## src/rtl/card_deal_arbiter_pkg.sv

```systemverilog
// bj_pkg: shared card types, rank bounds, rank-to-value mapping and deal FSM states.
package bj_pkg;
  typedef logic [3:0] rank_t;
  typedef logic [3:0] value_t;
  typedef enum logic {DEST_PLAYER = 1'b0, DEST_DEALER = 1'b1} dest_t;
  typedef enum logic [1:0] {S_IDLE, S_DRAW, S_SCAN, S_ISSUE} deal_state_t;
  localparam rank_t RANK_MIN = 4'd1;
  localparam rank_t RANK_MAX = 4'd13;
  function automatic value_t rank_to_value(input rank_t r);
    return (r > 4'd10) ? 4'd10 : r;
  endfunction
endpackage

```

## src/rtl/card_deal_arbiter_shoe_counter.sv

```systemverilog
// shoe_counter: per-rank shoe counts, cards_left, and lowest-nonzero-rank encoder.
// Slots 0, 14 and 15 stay at zero, so out-of-range queries read as unavailable.
module shoe_counter
  import bj_pkg::*;
#(
  parameter int DECKS = 1,
  localparam int CLW = $clog2(52 * DECKS + 1)
) (
  input  logic           clk,
  input  logic           rst_n,
  input  logic           reload_i,
  input  logic           dec_i,
  input  rank_t          dec_rank_i,
  input  rank_t          query_i,
  output logic           query_ok_o,
  output logic [CLW-1:0] cards_left_o,
  output rank_t          low_rank_o,
  output logic           found_o
);
  localparam logic [4:0] FULL = 5'(4 * DECKS);
  localparam logic [CLW-1:0] FULL_LEFT = CLW'(52 * DECKS);
  logic [4:0] cnt_q [16];
  logic [CLW-1:0] left_q;
  always_ff @(posedge clk or negedge rst_n)
    if (!rst_n) begin
      for (int i = 0; i < 16; i++) cnt_q[i] <= (i >= 1 && i <= 13) ? FULL : 5'd0;
      left_q <= FULL_LEFT;
    end else if (reload_i) begin
      for (int i = 0; i < 16; i++) cnt_q[i] <= (i >= 1 && i <= 13) ? FULL : 5'd0;
      left_q <= FULL_LEFT;
    end else if (dec_i && cnt_q[dec_rank_i] != 5'd0) begin
      cnt_q[dec_rank_i] <= cnt_q[dec_rank_i] - 5'd1;
      left_q <= left_q - 1'b1;
    end
  always_comb begin
    low_rank_o = '0;
    found_o = 1'b0;
    for (int i = 13; i >= 1; i--)
      if (cnt_q[i] != 5'd0) begin
        low_rank_o = rank_t'(i);
        found_o = 1'b1;
      end
  end
  assign query_ok_o = cnt_q[query_i] != 5'd0;
  assign cards_left_o = left_q;
endmodule

```

## src/rtl/card_deal_arbiter.sv

```systemverilog
// card_deal_arbiter: shares the card RNG between player and dealer, one card per request edge.
// DECK_TRACK_EN enables per-rank shoe depletion; undefined models an infinite shoe.
module card_deal_arbiter
  import bj_pkg::*;
#(
  parameter int DECKS = 1,
  parameter int MAX_RETRY = 16,
  parameter int RESHUFFLE_THRESH = 15,
  localparam int CLW = $clog2(52 * DECKS + 1)
) (
  input  logic           clk,
  input  logic           rst_n,
  input  logic [3:0]     rng_rank,
  input  logic           player_req,
  input  logic           dealer_req,
  input  logic           new_round,
  output logic           card_valid,
  output logic           card_dest,
  output logic [3:0]     card_rank,
  output logic [3:0]     card_value,
  output logic [CLW-1:0] cards_left,
  output logic           shoe_empty,
  output logic           shuffle_pending,
  output logic           busy
);
  localparam int RW = (MAX_RETRY > 1) ? $clog2(MAX_RETRY) : 1;
  localparam logic [RW-1:0] RLAST = RW'(MAX_RETRY - 1);
  deal_state_t state_q, state_d;
  dest_t last_q, last_d, grant_q, grant_d, pick;
  logic [1:0] req_q, pend_q, pend_d, clr;
  logic [RW-1:0] retry_q, retry_d;
  rank_t rank_q, rank_d, scan_rank;
  logic reload, dec, draw_ok;
`ifdef DECK_TRACK_EN
  localparam bit TRACK = 1'b1;
  logic query_ok, found;
  rank_t low_rank;
  shoe_counter #(.DECKS(DECKS)) u_shoe (
    .clk(clk), .rst_n(rst_n), .reload_i(reload), .dec_i(dec), .dec_rank_i(rank_q),
    .query_i(rng_rank), .query_ok_o(query_ok), .cards_left_o(cards_left),
    .low_rank_o(low_rank), .found_o(found)
  );
  assign draw_ok = query_ok;
  assign scan_rank = found ? low_rank : RANK_MIN;
  assign shoe_empty = cards_left == '0;
  assign shuffle_pending = cards_left < CLW'(RESHUFFLE_THRESH);
`else
  localparam bit TRACK = 1'b0;
  logic unused_ok;
  assign unused_ok = ^{reload, dec, new_round};
  assign draw_ok = rng_rank >= RANK_MIN && rng_rank <= RANK_MAX;
  assign scan_rank = RANK_MIN;
  assign cards_left = CLW'(52 * DECKS);
  assign shoe_empty = 1'b0;
  assign shuffle_pending = 1'b0;
`endif
  // On a tie the requester not served last wins.
  assign pick = (pend_q == 2'b11) ? ((last_q == DEST_PLAYER) ? DEST_DEALER : DEST_PLAYER)
                                  : (pend_q[1] ? DEST_DEALER : DEST_PLAYER);
  always_comb begin
    state_d = state_q;
    grant_d = grant_q;
    retry_d = retry_q;
    rank_d = rank_q;
    last_d = last_q;
    reload = 1'b0;
    dec = 1'b0;
    clr = 2'b00;
    case (state_q)
      S_IDLE:
        if (TRACK && new_round) reload = 1'b1;
        else if (|pend_q && !shoe_empty) begin
          grant_d = pick;
          retry_d = '0;
          state_d = S_DRAW;
        end
      S_DRAW:
        if (draw_ok) begin
          rank_d = rng_rank;
          state_d = S_ISSUE;
        end else begin
          retry_d = retry_q + 1'b1;
          state_d = (retry_q == RLAST) ? S_SCAN : S_DRAW;
        end
      S_SCAN: begin
        rank_d = scan_rank;
        state_d = S_ISSUE;
      end
      default: begin
        dec = 1'b1;
        last_d = grant_q;
        clr = (grant_q == DEST_DEALER) ? 2'b10 : 2'b01;
        state_d = S_IDLE;
      end
    endcase
  end
  assign pend_d = (pend_q | ({dealer_req, player_req} & ~req_q)) & ~clr;
  always_ff @(posedge clk or negedge rst_n)
    if (!rst_n) begin
      state_q <= S_IDLE;
      req_q <= 2'b00;
      pend_q <= 2'b00;
      last_q <= DEST_DEALER;
      grant_q <= DEST_PLAYER;
      retry_q <= '0;
      rank_q <= '0;
    end else begin
      state_q <= state_d;
      req_q <= {dealer_req, player_req};
      pend_q <= pend_d;
      last_q <= last_d;
      grant_q <= grant_d;
      retry_q <= retry_d;
      rank_q <= rank_d;
    end
  assign card_valid = state_q == S_ISSUE;
  assign card_dest = grant_q;
  assign card_rank = rank_q;
  assign card_value = rank_to_value(rank_q);
  assign busy = state_q != S_IDLE;
endmodule

```

## config.mk

```make
export PLATFORM = sky130hd
export DESIGN_NAME = card_deal_arbiter
export DESIGN_NICKNAME = d
export VERILOG_FILES = /design/src/rtl/card_deal_arbiter_pkg.sv /design/src/rtl/card_deal_arbiter_shoe_counter.sv /design/src/rtl/card_deal_arbiter.sv
export SDC_FILE = /design/constraint.sdc
export NUM_CORES = 1
export LEC_CHECK = 0
export BUFFER_PORTS_ARGS = -buffer_cell sky130_fd_sc_hd__buf_4
export CORE_UTILIZATION = 45
export DETAILED_ROUTE_END_ITERATION = 8
export MAX_ROUTING_LAYER = met4
export PLACE_DENSITY = 0.72
export SLEW_MARGIN = 10
export SYNTH_ARGS = -nofsm -noshare
export SYNTH_HDL_FRONTEND = slang
export SYNTH_SLANG_ARGS = --single-unit
```

## constraint.sdc

```tcl
create_clock -name clk -period 2.7 [get_ports clk]
set_input_delay 0 -clock clk [delete_from_list [all_inputs] [get_ports clk]]
set_output_delay 0 -clock clk [all_outputs]
set_load 0.02 [all_outputs]
```

==> run summary <==
H-tree depth: 1
PortBufs: 18
DIE AREA: 0.00214 mm²
Area Growth Syn to Fin: 20.9%
Pleak: 0.000483 µW
Cell row count: 15
MaxCap Viol Count: 0
Final setup viols: 0
CTS Buf Count: 3
Gr busiest metal: met2
Post-synthesis mux area share: 0.0356
Maximum fanout along the worst path: 9
Register area share after synthesis: 0.457
I/O Pins: 28
Worst setup SP type: register
Synth top area share: 0.427
Fin crit share: 0.510
ANT nets after route: 0
Maximum number of pins on one net before global-route repair: 17
Fillers: 165
Clock skew: 0.000581 ns
Vias post-DR: 695
CTS tree: yes
Die height: 46.2 µm
Maximum vdd drop: 559 µV
Area leader, netlist: dfrtp_1
RSZ-0062 raised after global routing: false
Share of layout cells above drive strength 1: 0.276
Most frequent cells in the layout: 18 x buf_4, 15 x dfrtp_1, 8 x conb_1, 5 x a21oi_1, 5 x o21ai_0
GR Util met2: 0.299
Post-synthesis register bit count: 16
PwrDens: 1090 mW/mm²
Clock power share: 0.137
Hold_ws: 0.0242 ns
M3 GR Usage: 0.0235
Complex-gate fraction of the synthesized area: 0.205
Top post-synthesis cells by area: dfrtp_1 43%, buf_4 7.7%, a32o_1 3.4%
Part of the power in registers: 0.399
Num Clock Sinks: 16
Combinational share of power: 0.464
Mapped Area: 880 µm²
Die width: 46.2 µm
Final hold vios: 0
Mean Syn Cell Area: 10.5 µm²
GP Congestion: 0.812
Data arrival, critical path: 1.38 ns
CP Capture Type: output pin
Distinct cells, synth: 34
Nets: 116
Clock buffer depth: 2
Worst EP required: 2.70 ns
GR Util met1: 0.268
Fmax: 726 MHz
Synth Area in XOR/XNOR: 0
Global-route usage over all layers: 0.199
Root Driver: clkbuf_4
Synth Instances: 84
Wirelength per Cell: 13.2 µm
Via density: 5.35
Clock slew seen by the registers of the worst setup and hold paths: 0.09 ns
Design Power: 1160 µW
Final setup TNS: 0 ns
Largest family of logic cells by synthesized area: compound AO/OA/AOI/OAI gates
Core region area: 0.00178 mm²
DP HPWL: 1210 µm
Status: finished clean
Drt total wl: 1710 µm
Initial antenna violation count: 0
Post-synthesis adder-cell area fraction: 0.0142
Synth warn: 0
Antenna diodes: 0
Final min period: 1.38 ns
Later-pin clock latency in the skew report: 0.28 ns
Most common cell after layout, fill and taps aside: buf_4
Max Slew Vio Count: 0
Min-delay worst type: input pin to register
Post-Synth Simple-Gate Area: 0.182
Pre-antenna DRT Iters: 4
Initial Util: 0.493
First-pass GRT wire length: 2860 µm
Resized cells post-CTS: 0
Critical path type: register to output pin
Vias in the first global route: 649
Net Sw Frac: 0.423
Switching pwr: 489 µW
Int Power: 666 µW
GRT overflow: 0
Iter 0 DRT Violations: 13
DRC errors left: 0
[worst max-delay path: stages (launching register included)]
cell and delay [ns]:
dfrtp_1 0.49, nor2_1 0.26, inv_1 0.15, buf_4 0.18
[cell usage after synthesis, drive strengths merged]
cell type	count
a211oi	1
a21o	1
a21oi	5
a31oi	1
a32o	3
and2b	1
and3	3
buf	9
clkbuf	1
conb	2
dfrtp	15
dfstp	1
ha	1
inv	4
mux2	1
mux2i	2
nand2	3
nand2b	3
nand3	2
nand4	2
nand4b	1
nor2	4
nor2b	2
nor3	1
nor4	2
o2111ai	1
o211ai	3
o21a	1
o21ai	5
o22a	1
o311ai	1
or4	1
[cell families after synthesis]
kind of cell	count (synthesis)
muxes	3
buffers and inverters	14
other	2
and+or+nand+nor	25
DFF	16
adders and majority gates	1
AOI/OAI and AO/OA	23
[power by group through the flow]
stage	combinational (µW)	clock (µW)	sequential [µW]
finish	537	158	461
CTS	540	164	459
detailed placement	533	0	460
floorplan	346	0	463
global route	594	171	477
global placement	527	0	456
[sequential cells by signal, summed over array words and instances, names as in the netlist]
name       cells
state_q        2
card_rank      4
last_q         1
retry_q        4
pend_q         2
req_q          2
card_dest      1
[path summary, 6_finish.rpt]
path	slack (ns)	end	start	cells past startpoint
worst max-delay path	1.32	busy	state_q[1]	3
worst min-delay path	0.02	card_rank[0]	rng_rank[0]	3
worst max register to register	1.37	card_rank[3]	state_q[1]	4
worst min register to register	0.47	retry_q[3]	retry_q[3]	1
max in group asynchronous	2.34	last_q	rst_n	2
min in group asynchronous	0.12	pend_q[0]	rst_n	2
[final cells by class]
type / instances / area, µm² / share of cell area
multi-input cells: 60 / 414 / 0.389
inverters: 4 / 15.0 / 0.0141
flip-flops and latches: 16 / 402 / 0.378
well taps: 25 / 31.3 / 0.0294
clock buffers: 4 / 36.3 / 0.0341
repair buffers: 21 / 165 / 0.155
[per-layer routing]
layer | up-vias | share of wire
li1 | 337 | -
met1 | 338 | 0.49
met2 | 16 | 0.48
met3 | 4 | 0.025
met4 | 0 | 0.011
met5 | - | 0
[metrics by stage]
step	std cells	instance area (µm²)	util	setup slack (ns)
detailed placement	123	997	0.559	1.40
CTS	130	1060	0.596	1.32
finish	130	1060	0.596	1.32
global route	130	1060	0.596	1.26
global placement	123	997	0.559	1.42
floorplan	90	902	-	1.42
[timing repair]
action,CTS,global route
buffers inserted,0,0
hold buffers,3,0
endpoints found under the hold margin,19,0
(Power assumes the default switching activity.)
